$ cat config.mk
export PLATFORM = sky130hd
export DESIGN_NAME = service_3_lap_stopwatch_flat
export DESIGN_NICKNAME = d
export VERILOG_FILES = /design/src/rtl/service_3_lap_stopwatch_if.sv /design/src/rtl/service_3_lap_stopwatch.sv /design/src/flat_wrapper.sv
export SDC_FILE = /design/constraint.sdc
export NUM_CORES = 1
export LEC_CHECK = 0
export CORE_AREA = 2 2 136 105
export DETAILED_ROUTE_END_ITERATION = 12
export DIE_AREA = 0 0 138 107
export DONT_BUFFER_PORTS = 1
export SKIP_CTS_REPAIR_TIMING = 1
export SLEW_MARGIN = 20
export SYNTH_ARGS = -nofsm -noshare
export SYNTH_HDL_FRONTEND = slang
export SYNTH_SLANG_ARGS = --single-unit
export TNS_END_PERCENT = 30
$ cat constraint.sdc
create_clock -name clk -period 9.47 [get_ports clk]
set_clock_uncertainty 0.2 [all_clocks]
set_input_delay 1.894 -clock clk [delete_from_list [all_inputs] [get_ports clk]]
set_output_delay 1.894 -clock clk [all_outputs]
set_load 0.03 [all_outputs]
$ cat src/rtl/service_3_lap_stopwatch_if.sv
// rtl/service_3_lap_stopwatch_if.sv - front-panel bundle for the service-3 lap stopwatch
//
// Purpose: groups the switch, buttons, display select and status outputs of
// the lap stopwatch so they travel as one port.
// Signals:
//   SPDT       service enable switch (level)
//   push_m     start/pause button, debounced level
//   push_l     lap/clear button, debounced level
//   show_lap   1 = display stored lap lap_sel, 0 = live time
//   lap_sel    lap index to display (LW bits)
//   segments   BCD {sec_tens, sec_units, hun_tens, hun_units}
//   running    high while counting
//   lap_count  stored laps, 0..2**LW
//   lap_full   all lap registers used
//   ovf        sticky saturation flag
//   finish     registered copy of !SPDT
// Modports: master drives the panel inputs, slave is the stopwatch.
`timescale 1ns/1ps
interface service_3_lap_stopwatch_if #(
  parameter int LW = 2
);
  logic          SPDT;
  logic          push_m;
  logic          push_l;
  logic          show_lap;
  logic [LW-1:0] lap_sel;
  logic [15:0]   segments;
  logic          running;
  logic [LW:0]   lap_count;
  logic          lap_full;
  logic          ovf;
  logic          finish;

  modport master (
    output SPDT, push_m, push_l, show_lap, lap_sel,
    input  segments, running, lap_count, lap_full, ovf, finish
  );

  modport slave (
    input  SPDT, push_m, push_l, show_lap, lap_sel,
    output segments, running, lap_count, lap_full, ovf, finish
  );
endinterface

$ cat src/rtl/service_3_lap_stopwatch.sv
// rtl/service_3_lap_stopwatch.sv - BCD lap stopwatch with lap browsing and overflow flag
//
// Purpose: counts hundredths/seconds in BCD up to 99.99, stores up to
// LAP_DEPTH lap times, and shows live time or a stored lap on 4 digits.
// Ports:
//   clk    main clock (CLOCK_FREQ Hz, multiple of 100)
//   reset  asynchronous active-high, clears all state
//   bus    service_3_lap_stopwatch_if.slave (switch, buttons, display, status)
`timescale 1ns/1ps
module service_3_lap_stopwatch #(
  parameter int CLOCK_FREQ = 100,
  parameter int LAP_DEPTH  = 4
) (
  input logic                      clk,
  input logic                      reset,
  service_3_lap_stopwatch_if.slave bus
);
  localparam int TICK_DIV = CLOCK_FREQ / 100;
  localparam int LW       = $clog2(LAP_DEPTH);
  localparam int PW       = (TICK_DIV > 1) ? $clog2(TICK_DIV) : 1;

  localparam logic [1:0] S_IDLE  = 2'd0;
  localparam logic [1:0] S_READY = 2'd1;
  localparam logic [1:0] S_RUN   = 2'd2;
  localparam logic [1:0] S_PAUSE = 2'd3;

  logic [1:0]    state_q, state_d;
  logic [15:0]   time_q, time_d;
  logic [PW-1:0] presc_q, presc_d;
  logic [15:0]   lap_q [LAP_DEPTH];
  logic [15:0]   lap_d [LAP_DEPTH];
  logic [LW:0]   lap_count_q, lap_count_d;
  logic          ovf_q, ovf_d;
  logic          m_prev_q, l_prev_q;
  logic [15:0]   seg_q, seg_d;
  logic          finish_q;

  logic m_press, l_press, tick_point, lap_full, clear_all;

  // One-hundredth BCD increment; the 99.99 case is handled by the caller.
  function automatic logic [15:0] bcd_inc(input logic [15:0] t);
    logic [15:0] r;
    r = t;
    if (r[3:0] != 4'd9) r[3:0] = r[3:0] + 4'd1;
    else begin
      r[3:0] = 4'd0;
      if (r[7:4] != 4'd9) r[7:4] = r[7:4] + 4'd1;
      else begin
        r[7:4] = 4'd0;
        if (r[11:8] != 4'd9) r[11:8] = r[11:8] + 4'd1;
        else begin
          r[11:8]  = 4'd0;
          r[15:12] = r[15:12] + 4'd1;
        end
      end
    end
    return r;
  endfunction

  assign m_press    = bus.push_m & ~m_prev_q;
  assign l_press    = bus.push_l & ~l_prev_q;
  assign tick_point = (presc_q == PW'(TICK_DIV - 1));
  assign lap_full   = (lap_count_q == (LW+1)'(LAP_DEPTH));

  always_comb begin
    state_d     = state_q;
    time_d      = time_q;
    presc_d     = presc_q;
    lap_d       = lap_q;
    lap_count_d = lap_count_q;
    ovf_d       = ovf_q;
    clear_all   = 1'b0;

    if (!bus.SPDT) begin
      state_d   = S_IDLE;
      clear_all = 1'b1;
    end else begin
      case (state_q)
        S_IDLE: begin
          state_d   = S_READY;
          clear_all = 1'b1;
        end
        S_READY: begin
          if (m_press) begin
            state_d = S_RUN;
            presc_d = '0;
          end
        end
        S_RUN: begin
          // A start/pause press wins over a simultaneous lap press and
          // freezes the prescaler where it is.
          if (m_press) begin
            state_d = S_PAUSE;
          end else begin
            // Lap captures the time as it was before this edge's tick.
            if (l_press && !lap_full) begin
              lap_d[lap_count_q[LW-1:0]] = time_q;
              lap_count_d                = lap_count_q + (LW+1)'(1);
            end
            if (tick_point) begin
              presc_d = '0;
              if (time_q == 16'h9999) begin
                ovf_d   = 1'b1;
                state_d = S_PAUSE;
              end else begin
                time_d = bcd_inc(time_q);
              end
            end else begin
              presc_d = presc_q + PW'(1);
            end
          end
        end
        default: begin
          if (m_press) begin
            if (!ovf_q) state_d = S_RUN;
          end else if (l_press) begin
            state_d   = S_READY;
            clear_all = 1'b1;
          end
        end
      endcase
    end

    if (clear_all) begin
      time_d      = '0;
      presc_d     = '0;
      lap_count_d = '0;
      ovf_d       = 1'b0;
      for (int i = 0; i < LAP_DEPTH; i++) lap_d[i] = '0;
    end
  end

  always_comb begin
    seg_d = time_q;
    if (bus.show_lap) begin
      if ({1'b0, bus.lap_sel} < lap_count_q) seg_d = lap_q[bus.lap_sel];
      else                                   seg_d = '0;
    end
  end

  always_ff @(posedge clk or posedge reset) begin
    if (reset) begin
      state_q     <= S_IDLE;
      time_q      <= '0;
      presc_q     <= '0;
      lap_count_q <= '0;
      ovf_q       <= 1'b0;
      m_prev_q    <= 1'b0;
      l_prev_q    <= 1'b0;
      seg_q       <= '0;
      finish_q    <= 1'b0;
      for (int i = 0; i < LAP_DEPTH; i++) lap_q[i] <= '0;
    end else begin
      state_q     <= state_d;
      time_q      <= time_d;
      presc_q     <= presc_d;
      lap_count_q <= lap_count_d;
      ovf_q       <= ovf_d;
      m_prev_q    <= bus.push_m;
      l_prev_q    <= bus.push_l;
      seg_q       <= seg_d;
      finish_q    <= ~bus.SPDT;
      for (int i = 0; i < LAP_DEPTH; i++) lap_q[i] <= lap_d[i];
    end
  end

  assign bus.segments  = seg_q;
  assign bus.running   = (state_q == S_RUN);
  assign bus.lap_count = lap_count_q;
  assign bus.lap_full  = lap_full;
  assign bus.ovf       = ovf_q;
  assign bus.finish    = finish_q;
endmodule
$ cat src/flat_wrapper.sv
// flat-port wrapper written by rule: the top's interface ports become plain ports
module service_3_lap_stopwatch_flat 
#(
  parameter int CLOCK_FREQ = 100,
  parameter int LAP_DEPTH  = 4
)
  (clk, reset, bus_SPDT, bus_push_m, bus_push_l, bus_show_lap, bus_lap_sel, bus_segments, bus_running, bus_lap_count, bus_lap_full, bus_ovf, bus_finish);
  service_3_lap_stopwatch_if bus_i ();
  input logic clk;
  input logic reset;
  input wire logic [$bits(bus_i.SPDT)-1:0] bus_SPDT;
  input wire logic [$bits(bus_i.push_m)-1:0] bus_push_m;
  input wire logic [$bits(bus_i.push_l)-1:0] bus_push_l;
  input wire logic [$bits(bus_i.show_lap)-1:0] bus_show_lap;
  input wire logic [$bits(bus_i.lap_sel)-1:0] bus_lap_sel;
  output wire logic [$bits(bus_i.segments)-1:0] bus_segments;
  output wire logic [$bits(bus_i.running)-1:0] bus_running;
  output wire logic [$bits(bus_i.lap_count)-1:0] bus_lap_count;
  output wire logic [$bits(bus_i.lap_full)-1:0] bus_lap_full;
  output wire logic [$bits(bus_i.ovf)-1:0] bus_ovf;
  output wire logic [$bits(bus_i.finish)-1:0] bus_finish;
  assign bus_i.SPDT = bus_SPDT;
  assign bus_i.push_m = bus_push_m;
  assign bus_i.push_l = bus_push_l;
  assign bus_i.show_lap = bus_show_lap;
  assign bus_i.lap_sel = bus_lap_sel;
  assign bus_segments = bus_i.segments;
  assign bus_running = bus_i.running;
  assign bus_lap_count = bus_i.lap_count;
  assign bus_lap_full = bus_i.lap_full;
  assign bus_ovf = bus_i.ovf;
  assign bus_finish = bus_i.finish;
  service_3_lap_stopwatch #(.CLOCK_FREQ(CLOCK_FREQ), .LAP_DEPTH(LAP_DEPTH)) u_core (.clk(clk), .reset(reset), .bus(bus_i));
endmodule
==> impl_metrics.py <==
metrics = {
    "clock_network": {
        "clk-insertion-delay-late_ns": 0.35,
        "root_buffer": "clkbuf_16",
        "cts_buffers": 9,
        "path_clk_slew_ns": 0.07,
        "clock_sinks": 105,
        "clk_path_buf_depth": 2,
        "h-tree-depth": 3,
        "cts_tree": "done",
    },
    "setup_path": {
        "arrival_ns": 4.17,
        "cp_max_fo": 70,
        "cp.required_ns": 9.47,
        "crit_type": "input port to flop",
        "slowest_delay_ns": 0.71,
        "cp-start-kind": "input port",
        "cp_slowest_cell": "nand2_1",
        "crit_path_end_kind": "flop",
        "r2r-start": "u_core.bus.lap_count[0]",
        "worst-r2r-setup-slack_ns": 5.53,
        "reg2reg_depth": 9,
        "path_cells": "nor2b_1 > nor4bb_4 > buf_4 > nand2_1 > xor2_1 > nor2_1",
        "reg2reg_to": "u_core.bus.lap_count[2]",
    },
    "sta": {
        "max_slew.worst_pin.slew_ns": 0.905,
        "fin_crit_sh_pct": 44.1,
        "finalSetupViolCount": 0,
        "slew_violations": 0,
        "worst_hold_slack_ns": 0.322,
        "rsz0062_at_grt": "no",
        "slew_headroom_pct": 39.7,
        "finalHoldViolations": 0,
        "tns_ns": 0,
        "max_freq_mhz": 240,
        "min_period_ns": 4.17,
    },
    "pwr": {
        "p_int_uw": 694,
        "combPwrFrac_pct": 12.5,
        "total_power_uw": 955,
        "swShare_pct": 27.4,
        "clkPwrFrac_pct": 39.3,
        "powerDensity_nw_per_um2": 172,
        "p_leak_nw": 2.15,
        "netSwitchingPower_uw": 261,
        "peakVddDrop_mv": 0.125,
        "pwr-share-seq_pct": 48.2,
    },
    "yosys": {
        "yosys_warnings": 0,
        "synth_seq_cells": 105,
        "synth_largest_area_cell": "dfrtp_1",
        "synth.most_common_cell": "dfrtp_1",
        "synth_commonest_cells": "105 x dfrtp_1, 78 x nand2_1, 74 x a21oi_1, 73 x nand3_1, 38 x inv_1",
        "synthMuxAreaShare_pct": 7.47,
        "synth-edff-count": 0,
        "synth.area.top_cells": "dfrtp_1 50%, a21oi_1 7.1%, nand3_1 7.0%",
        "netlist_area_um2": 5230,
        "synth-simple-area-share_pct": 18.4,
        "seq_area_frac_synth_pct": 50.3,
        "synth_ff_type": "dfrtp_1",
        "yosysTopAreaCellShare_pct": 50.3,
        "synth_fa_ha_area_share_pct": 4.07,
        "synthArstFlopShare_pct": 100,
        "avgSynthCellArea_um2": 9.72,
        "synth_compound_area_share_pct": 11.1,
        "syn_nets": 563,
        "synth_cells": 538,
        "post_synth_num_cell_types": 42,
        "synth_top_family_by_area": "simple AND/OR/NAND/NOR gates",
        "synth_xor_xnor_area_share_pct": 0.838,
    },
    "finish": {
        "fin_util_pct": 41.3,
        "area_growth_syn_to_layout_pct": 5.96,
        "design_area_um2": 5540,
        "multiInputGateArea_um2": 2210,
        "regArea_um2": 2630,
        "n_antenna_cell": 0,
        "layout-drive-gt1-share_pct": 9.00,
        "nNetsFinal": 531,
        "fillers": 1351,
    },
    "floorplanning": {
        "row_count": 37,
        "boundaryPins": 31,
        "start_util_pct": 38.9,
        "coreArea_um2": 13400,
        "dieArea_um2": 14800,
        "die_h_um": 107,
        "die_x_um": 138,
    },
    "route": {
        "drc": 0,
        "first_pass_iters": 4,
        "wl_per_cell_um": 19.1,
        "vias": 3854,
        "drtIter0Drc": 428,
        "drtAntennaViolNets": 0,
        "drt_wl_total_um": 13100,
        "via_per_inst": 5.62,
    },
    "status": {
        "status": "completed",
    },
    "global_routing": {
        "antenna_found_initial": 0,
        "grt_pass1_wl_um": 22000,
        "track_usage_pct": 18.8,
        "grt.overflow.total": 0,
        "grt_pass1_vias": 4048,
        "grt_max_degree": 85,
    },
    "worst_hold_path": {
        "worstHoldStart": "u_core.lap_q[18]",
        "hold_path_class": "flop to flop",
        "worstHoldEndpoint": "u_core.lap_q[18]",
        "min_delay_path_depth": 2,
    },
    "flow_run": {
        "maxCapViolations": 0,
    },
    "placed_design": {
        "post-dp-hpwl_um": 8000,
        "io_buffers": 0,
        "gp_congestion": 0.768,
        "placed_cell_area_um2": 5240,
    },
}
[per-stage QoR]
step	cells	setup slack [ns]
6_report	686	5.30
5_1_grt	686	5.10
4_1_cts	686	5.31
3_5_place_dp	670	4.96
3_3_place_gp	670	5.00
2_1_floorplan	538	4.62
[logic make-up after synthesis]
| group | count (synthesis) |
|---|---|
| xor gates and xnor gates | 5 |
| AOI/OAI and AO/OA | 106 |
| adders and majority gates | 17 |
| buffers and inverters | 86 |
| DFF | 105 |
| muxes | 19 |
| and+or+nand+nor | 200 |
[metal layers]
metal  wire length [um]  vias to the layer above  share of wire [%]  global-route usage, %
met1               6190                     1983                 47                   26.8
met2               6030                       89                 46                   28.8
met5                  0                        -                  0                      0
met4                 71                        0               0.54                   4.45
met3                782                        5                6.0                   5.09
li1                   -                     1777                  -                      -
[power groups by stage]
stage               Sequential (mW)  Combinational [mW]  Clock, mW
floorplan                     0.467               0.101          0
global placement              0.469               0.115          0
detailed placement            0.469               0.121          0
CTS                           0.460               0.121      0.386
global route                  0.461               0.131      0.403
finish                        0.460               0.119      0.376
[cell usage in the layout (no fill, tap or decap), drive strengths merged, types with 5 or more instances in the layout]
| cell | instances |
|---|---|
| nand3 | 73 |
| o22ai | 16 |
| nand2 | 78 |
| buf | 5 |
| mux4 | 16 |
| dfrtp | 105 |
| clkbuf | 11 |
| a21oi | 74 |
| ha | 17 |
| inv | 38 |
| or3 | 5 |
| o21ai | 6 |
| nor2 | 15 |
| nor3 | 5 |
[worst max-delay path: cells and delay by family]
family	cells	cell delay [ns]
xor+xnor	1	0.33
simple gates	4	1.32
buf+inv	1	0.61
[cell type report]
type | instances | share of cell area, %
flip-flops and latches | 105 | 47.4
repair buffers | 5 | 0.678
well taps | 175 | 3.95
clock inverters | 5 | 0.994
clock buffers | 11 | 4.38
inverters | 38 | 2.62
multi-input cells | 347 | 40.0
[worst max path at each step]
stage                     startpoint                      end  slack [ns]  cells past startpoint
after detailed placement  bus_push_l  u_core.bus.lap_count[2]        4.96                      6
after CTS                 bus_push_l  u_core.bus.lap_count[2]        5.31                      6
final                     bus_push_l  u_core.bus.lap_count[2]        5.30                      6
after global placement    bus_push_l  u_core.bus.lap_count[2]        5.00                      6
after floorplan                reset        u_core.bus.finish        4.62                      1
after global routing      bus_push_l  u_core.bus.lap_count[2]        5.10                      6
[registers in the layout, indices dropped and copies added (netlist names)]
name,flops
u_core.lap_q,64
u_core.bus.segments,16
u_core.time_q,16
u_core.bus.lap_count,3
u_core.state_q,2
u_core.bus.finish,1
u_core.bus.ovf,1
u_core.l_prev_q,1
u_core.m_prev_q,1
(Power assumes the default switching activity.)
==> RTL edit 1: new RTL, same flow settings <==
`CLOCK_FREQ` is set to 100 in 2 places; all go to 200. Comments in the files are not updated.
--- a/src/rtl/service_3_lap_stopwatch.sv
+++ b/src/rtl/service_3_lap_stopwatch.sv
@@ -8,7 +8,7 @@
 //   bus    service_3_lap_stopwatch_if.slave (switch, buttons, display, status)
 `timescale 1ns/1ps
 module service_3_lap_stopwatch #(
-  parameter int CLOCK_FREQ = 100,
+  parameter int CLOCK_FREQ = 200,
   parameter int LAP_DEPTH  = 4
 ) (
   input logic                      clk,
--- a/src/flat_wrapper.sv
+++ b/src/flat_wrapper.sv
@@ -1,7 +1,7 @@
 // flat-port wrapper written by rule: the top's interface ports become plain ports
 module service_3_lap_stopwatch_flat 
 #(
-  parameter int CLOCK_FREQ = 100,
+  parameter int CLOCK_FREQ = 200,
   parameter int LAP_DEPTH  = 4
 )
   (clk, reset, bus_SPDT, bus_push_m, bus_push_l, bus_show_lap, bus_lap_sel, bus_segments, bus_running, bus_lap_count, bus_lap_full, bus_ovf, bus_finish);
Function: changed (a bounded check fails within 10 cycles, from zero or initial values and one cycle with reset high).
==> RTL edit 1 against the unedited design <==
  * Register-to-register slack better by 1.0 ns
  * Hold slack better by 0.016 ns
  * Area after synthesis up 4.5%
  * Sequential cell count up 1
  * Clock power down 2%
  * Wire length up 1.1%
  * First-iteration DRC count down 24%
  * Total power down 0.64%
  * Setup slack better by 0.41 ns
  * Design area up 4.0%
  * Largest power group unchanged
==> RTL edit 1: results (changes against the unedited design) <==
STATUS='finished, final reports clean'  # unchanged
MULTI_INPUT_AREA_SHARE_PCT=41.7  # was 40.0%
REG_TO_REG_SETUP_TIMING_SLACK_NS=6.54  # was 5.53 ns
N_ALL_BUFFERS=4  # was 5
DESIGN.FINAL.NETS=529  # was 531
INV_COUNT=44  # was 38
FIRST_PASS_GRT_WIRE_LENGTH_MM=21.5  # was 22.0 mm
AREA.SHARE.SEQUENTIAL_PCT=46.0  # was 47.4%
TOTAL_SWITCHING_POWER_uW=267  # was 261 µW
TIMING.CRITICAL_PATH.SLOWEST_CELL_DELAY_NS=0.62  # was 0.71 ns
SYNTH_SEQ_CELLS=106  # was 105
CRITICAL_PATH.MAX_FANOUT=6  # was 70
LAYOUT.CLOCK.CELL_AREA_SHARE_PCT=5.04  # was 5.37%
LARGEST_NET_DEGREE_AT_THE_START_OF_GLOBAL_ROUTING=86  # was 85
SYNTH.YOSYS.SEQ_AREA_SHARE_PCT=48.6  # was 50.3%
POST_SYNTH_NUM_CELL_TYPES=47  # was 42
MAPPEDNETLISTNETS=564  # was 563
SHARE_SEQ_OF_TOTAL_POWER_PCT=48.7  # was 48.2%
SW_FRAC_OF_TOTAL_PCT=28.1  # was 27.4%
DETAILED_ROUTE_WIRE_LENGTH_MM=13.2  # was 13.1 mm
ROUTED_VIA_DENSITY=5.86  # was 5.62
CLKBUF_COUNT=12  # was 11
WORST_EP_REQUIRED_TIME_NS=7.38  # was 9.47 ns
LAYOUT.BUFFER.NONCLOCK.AREA_SHARE_PCT=0.521  # was 0.678%
WORSTREGTOREGCELLS=4  # was 9
WORST_SLEW_MARGIN_REL_PCT=38.3  # was 39.7%
[RTL edit 1: cell types whose count changed in the layout (fill, tap and decap cells not counted), sizes merged, moves of 7 or more]
cell	delta
a21oi	-7
inv	+8
mux2i	+15
nand2	-69
nand3	-17
nor2	+8
o21ai	+53
[RTL edit 1: stage by stage]
step                cells  worst slack (ns)  area, µm²  hold WS, ns  utilization [%]
CTS                   684              5.69       5760        0.341             42.9
floorplan             539              4.59       5460        0.285                -
global route          684              5.60       5760        0.360             42.9
detailed placement    668              5.59       5470        0.326             40.7
finish                684              5.70       5760        0.338             42.9
global placement      668              5.64       5470        0.301             40.7
[RTL edit 1: cells by family (layout without fill, tap and decap cells)]
kind of cell | Yosys count | in the layout | synth area share [%]
AOI/OAI and AO/OA | 154 | 154 | 15.1
and+or+nand+nor | 131 | 131 | 14.2
DFF | 106 | 106 | 48.6
buffers and inverters | 94 | 64 | 7.65
muxes | 36 | 36 | 10.4
adders and majority gates | 17 | 17 | 3.89
xor gates and xnor gates | 1 | 1 | 0.160
[RTL edit 1: worst max-delay path by stage]
stage                                  startpoint                end  slack, ns
after detailed placement               bus_push_m   u_core.lap_q[60]       5.59
final                     u_core.bus.lap_count[0]       bus_lap_full       5.70
after CTS                 u_core.bus.lap_count[0]       bus_lap_full       5.69
after global placement                 bus_push_m   u_core.lap_q[56]       5.64
after global routing      u_core.bus.lap_count[0]       bus_lap_full       5.60
after floorplan                             reset  u_core.bus.finish       4.59
[RTL edit 1: routing by layer]
metal	global-route usage (%)	up-vias	share of wire [%]
met5	0	-	0
met4	5.76	0	1.2
met1	26.6	2014	47
li1	-	1835	-
met2	27.9	146	46
met3	4.15	16	6.4
==> RTL edit 2: new RTL, config.mk and constraints unchanged <==
Without the edit above. Make the reset (`reset`) synchronous in one clocked block. Comments in the files are not updated.
--- a/src/rtl/service_3_lap_stopwatch.sv
+++ b/src/rtl/service_3_lap_stopwatch.sv
@@ -138,7 +138,7 @@
     end
   end
 
-  always_ff @(posedge clk or posedge reset) begin
+  always_ff @(posedge clk) begin
     if (reset) begin
       state_q     <= S_IDLE;
       time_q      <= '0;
Formal check against the unedited RTL: differs if reset is asserted again (counterexample within 4 cycles, from zero or initial values and one cycle with reset high); with reset held inactive, the same outputs for 10 cycles.
==> RTL edit 2 against the unedited design <==
  * Sequential cell count is the same
  * Register-to-register slack gained 0.04 ns
  * Wire length shrank 12%
  * Setup slack lost 0.026 ns
  * Cell count shrank 1.3%
  * Design area shrank 9.9%
  * Area after synthesis shrank 10%
  * Critical path depth shrank 3
  * Critical path type is now reg -> out
Power is not compared: it rests on default switching activity, and its combinational part moved more than twofold at a synthesized area within 25%.
==> RTL edit 2: results (changes against the unedited design) <==
SYNTH_TOP_CELLS_BY_COUNT='sky130_fd_sc_hd__dfxtp_1 (105), sky130_fd_sc_hd__a21oi_1 (80), sky130_fd_sc_hd__nand2_1 (79), sky130_fd_sc_hd__nand3_1 (68), sky130_fd_sc_hd__nor2_1 (41)'  # was sky130_fd_sc_hd__dfrtp_1 (105), sky130_fd_sc_hd__nand2_1 (78), sky130_fd_sc_hd__a21oi_1 (74), sky130_fd_sc_hd__nand3_1 (73), sky130_fd_sc_hd__inv_1 (38)
TIMING.CRITICAL_PATH.SLOWEST_CELL_DELAY_NS=0.77  # was 0.71 ns
CRITICAL-PATH-TOP-DELAY-FAMILY='adder cells'  # was simple AND/OR/NAND/NOR gates
POST_ROUTE_CELLS_DRIVE_ABOVE_1_SHARE_PCT=8.17  # was 9.00%
R2R-START='u_core.bus.lap_count[0]'  # unchanged
N_FILL_CELL=1347  # was 1351
POST_SYNTH_NUM_CELL_TYPES=43  # was 42
SYNTH_AREA_LEADERS='sky130_fd_sc_hd__dfxtp_1 (45%), sky130_fd_sc_hd__a21oi_1 (8.5%), sky130_fd_sc_hd__mux4_2 (7.7%), sky130_fd_sc_hd__nand3_1 (7.2%), sky130_fd_sc_hd__nand2_1 (6.3%)'  # was sky130_fd_sc_hd__dfrtp_1 (50%), sky130_fd_sc_hd__a21oi_1 (7.1%), sky130_fd_sc_hd__nand3_1 (7.0%), sky130_fd_sc_hd__mux4_2 (6.9%), sky130_fd_sc_hd__nand2_1 (5.6%)
CRIT-REG2REG-CAPTURE='u_core.lap_q[26]'  # was u_core.bus.lap_count[2]
REG_TO_REG_SETUP_TIMING_SLACK_NS=5.57  # was 5.53 ns
WHS_ENDPOINT='u_core.lap_q[6]'  # was u_core.lap_q[18]
FIRST_PASS_GRT_WIRE_LENGTH_MM=18.6  # was 22.0 mm
CRITICAL_PATH_S_SLOWEST_CELL='sky130_fd_sc_hd__ha_1'  # was sky130_fd_sc_hd__nand2_1
VIAS=3672  # was 3854
LARGEST_NET_DEGREE_AT_THE_START_OF_GLOBAL_ROUTING=86  # was 85
PLACE.DETAILED.HPWL_MM=7.07  # was 8.00 mm
VIAS_IN_THE_FIRST_GLOBAL_ROUTE=3532  # was 4048
DRT-PASS1-ITER-COUNT=5  # was 4
DESIGN.FINAL.NETS=517  # was 531
SYNTH.YOSYS.SEQ_AREA_SHARE_PCT=44.7  # was 50.3%
CRITICAL_PATH.MAX_FANOUT=18  # was 70
WORSTREGTOREGCELLS=8  # was 9
STATUS='finished, final reports clean'  # unchanged
AVG_WL_PER_CELL_UM=17.0  # was 19.1 µm
HP-START='u_core.lap_q[6]'  # was u_core.lap_q[18]
WORST_SLEW_MARGIN_REL_PCT=39.7  # about the same
==> RTL edit 2: changes by cell type after synthesis, moves of 15 or more <==
cell                      change
sky130_fd_sc_hd__inv_1       -28
sky130_fd_sc_hd__nor2b_1     +15
sky130_fd_sc_hd__nor2_1      +26
sky130_fd_sc_hd__dfxtp_1    +105
sky130_fd_sc_hd__dfrtp_1    -105
sky130_fd_sc_hd__o22ai_1     -16
==> RTL edit 2: logic make-up after synthesis <==
kind of cell | Yosys count | synth area share, %
simple gates | 230 | 23.8
fa+ha+maj | 11 | 2.93
buf+inv | 59 | 6.15
flops | 105 | 44.7
compound gates | 97 | 11.6
xor+xnor | 11 | 2.05
mux | 21 | 8.73
==> RTL edit 2: worst max path at each step <==
| stage | from | endpoint | slack (ns) | cells after the start |
|---|---|---|---|---|
| floorplan | bus_push_m | u_core.time_q[14] | 6.01 | 6 |
| global placement | bus_push_m | u_core.lap_q[23] | 5.17 | 6 |
| detailed placement | bus_push_m | u_core.lap_q[24] | 5.14 | 6 |
| CTS | u_core.bus.lap_count[1] | bus_lap_full | 5.27 | 3 |
| global route | u_core.bus.lap_count[1] | bus_lap_full | 5.20 | 3 |
| finish | u_core.bus.lap_count[1] | bus_lap_full | 5.27 | 3 |
==> RTL edit 2: power by group <==
part	internal (µW)	switching, µW
Sequential	443	1.50
Combinational	9.11	17.0
Clock	217	161
Total	669	179
==> RTL edit 2: routing by layer <==
metal / GRT usage [%] / vias up / share of wire (%)
met4: 4.52 / 0 / 1.1
met3: 5.09 / 12 / 6.9
met5: 0 / - / 0
met2: 25.0 / 106 / 46
li1: - / 1756 / -
met1: 21.0 / 1798 / 46
==> RTL edit 2: area by class of cell <==
class / instances / share of cell area, %
multi-input combinational: 370 / 46.5
sequential: 105 / 42.1
clock buffer: 12 / 5.14
tap: 175 / 4.39
clock inverter: 3 / 0.802
inverter: 10 / 0.752
timing repair buffer: 2 / 0.301
==> RTL edit 2: metrics by stage <==
stage | total power (µW) | std cells | hold WS [ns] | instance area (µm²) | setup slack, ns
5_1_grt | 876 | 677 | 0.271 | 4990 | 5.20
3_3_place_gp | 480 | 662 | 0.239 | 4700 | 5.17
6_report | 848 | 677 | 0.253 | 4990 | 5.27
3_5_place_dp | 480 | 662 | 0.245 | 4700 | 5.14
2_1_floorplan | 480 | 534 | 0.233 | 4700 | 6.01
4_1_cts | 856 | 677 | 0.255 | 4990 | 5.27
==> RTL edit 2: tightest hold or removal path: stages (launching register included) <==
cell and delay, ns:
sky130_fd_sc_hd__dfxtp_1 0.31, sky130_fd_sc_hd__nand2_1 0.05, sky130_fd_sc_hd__a21oi_1 0.05
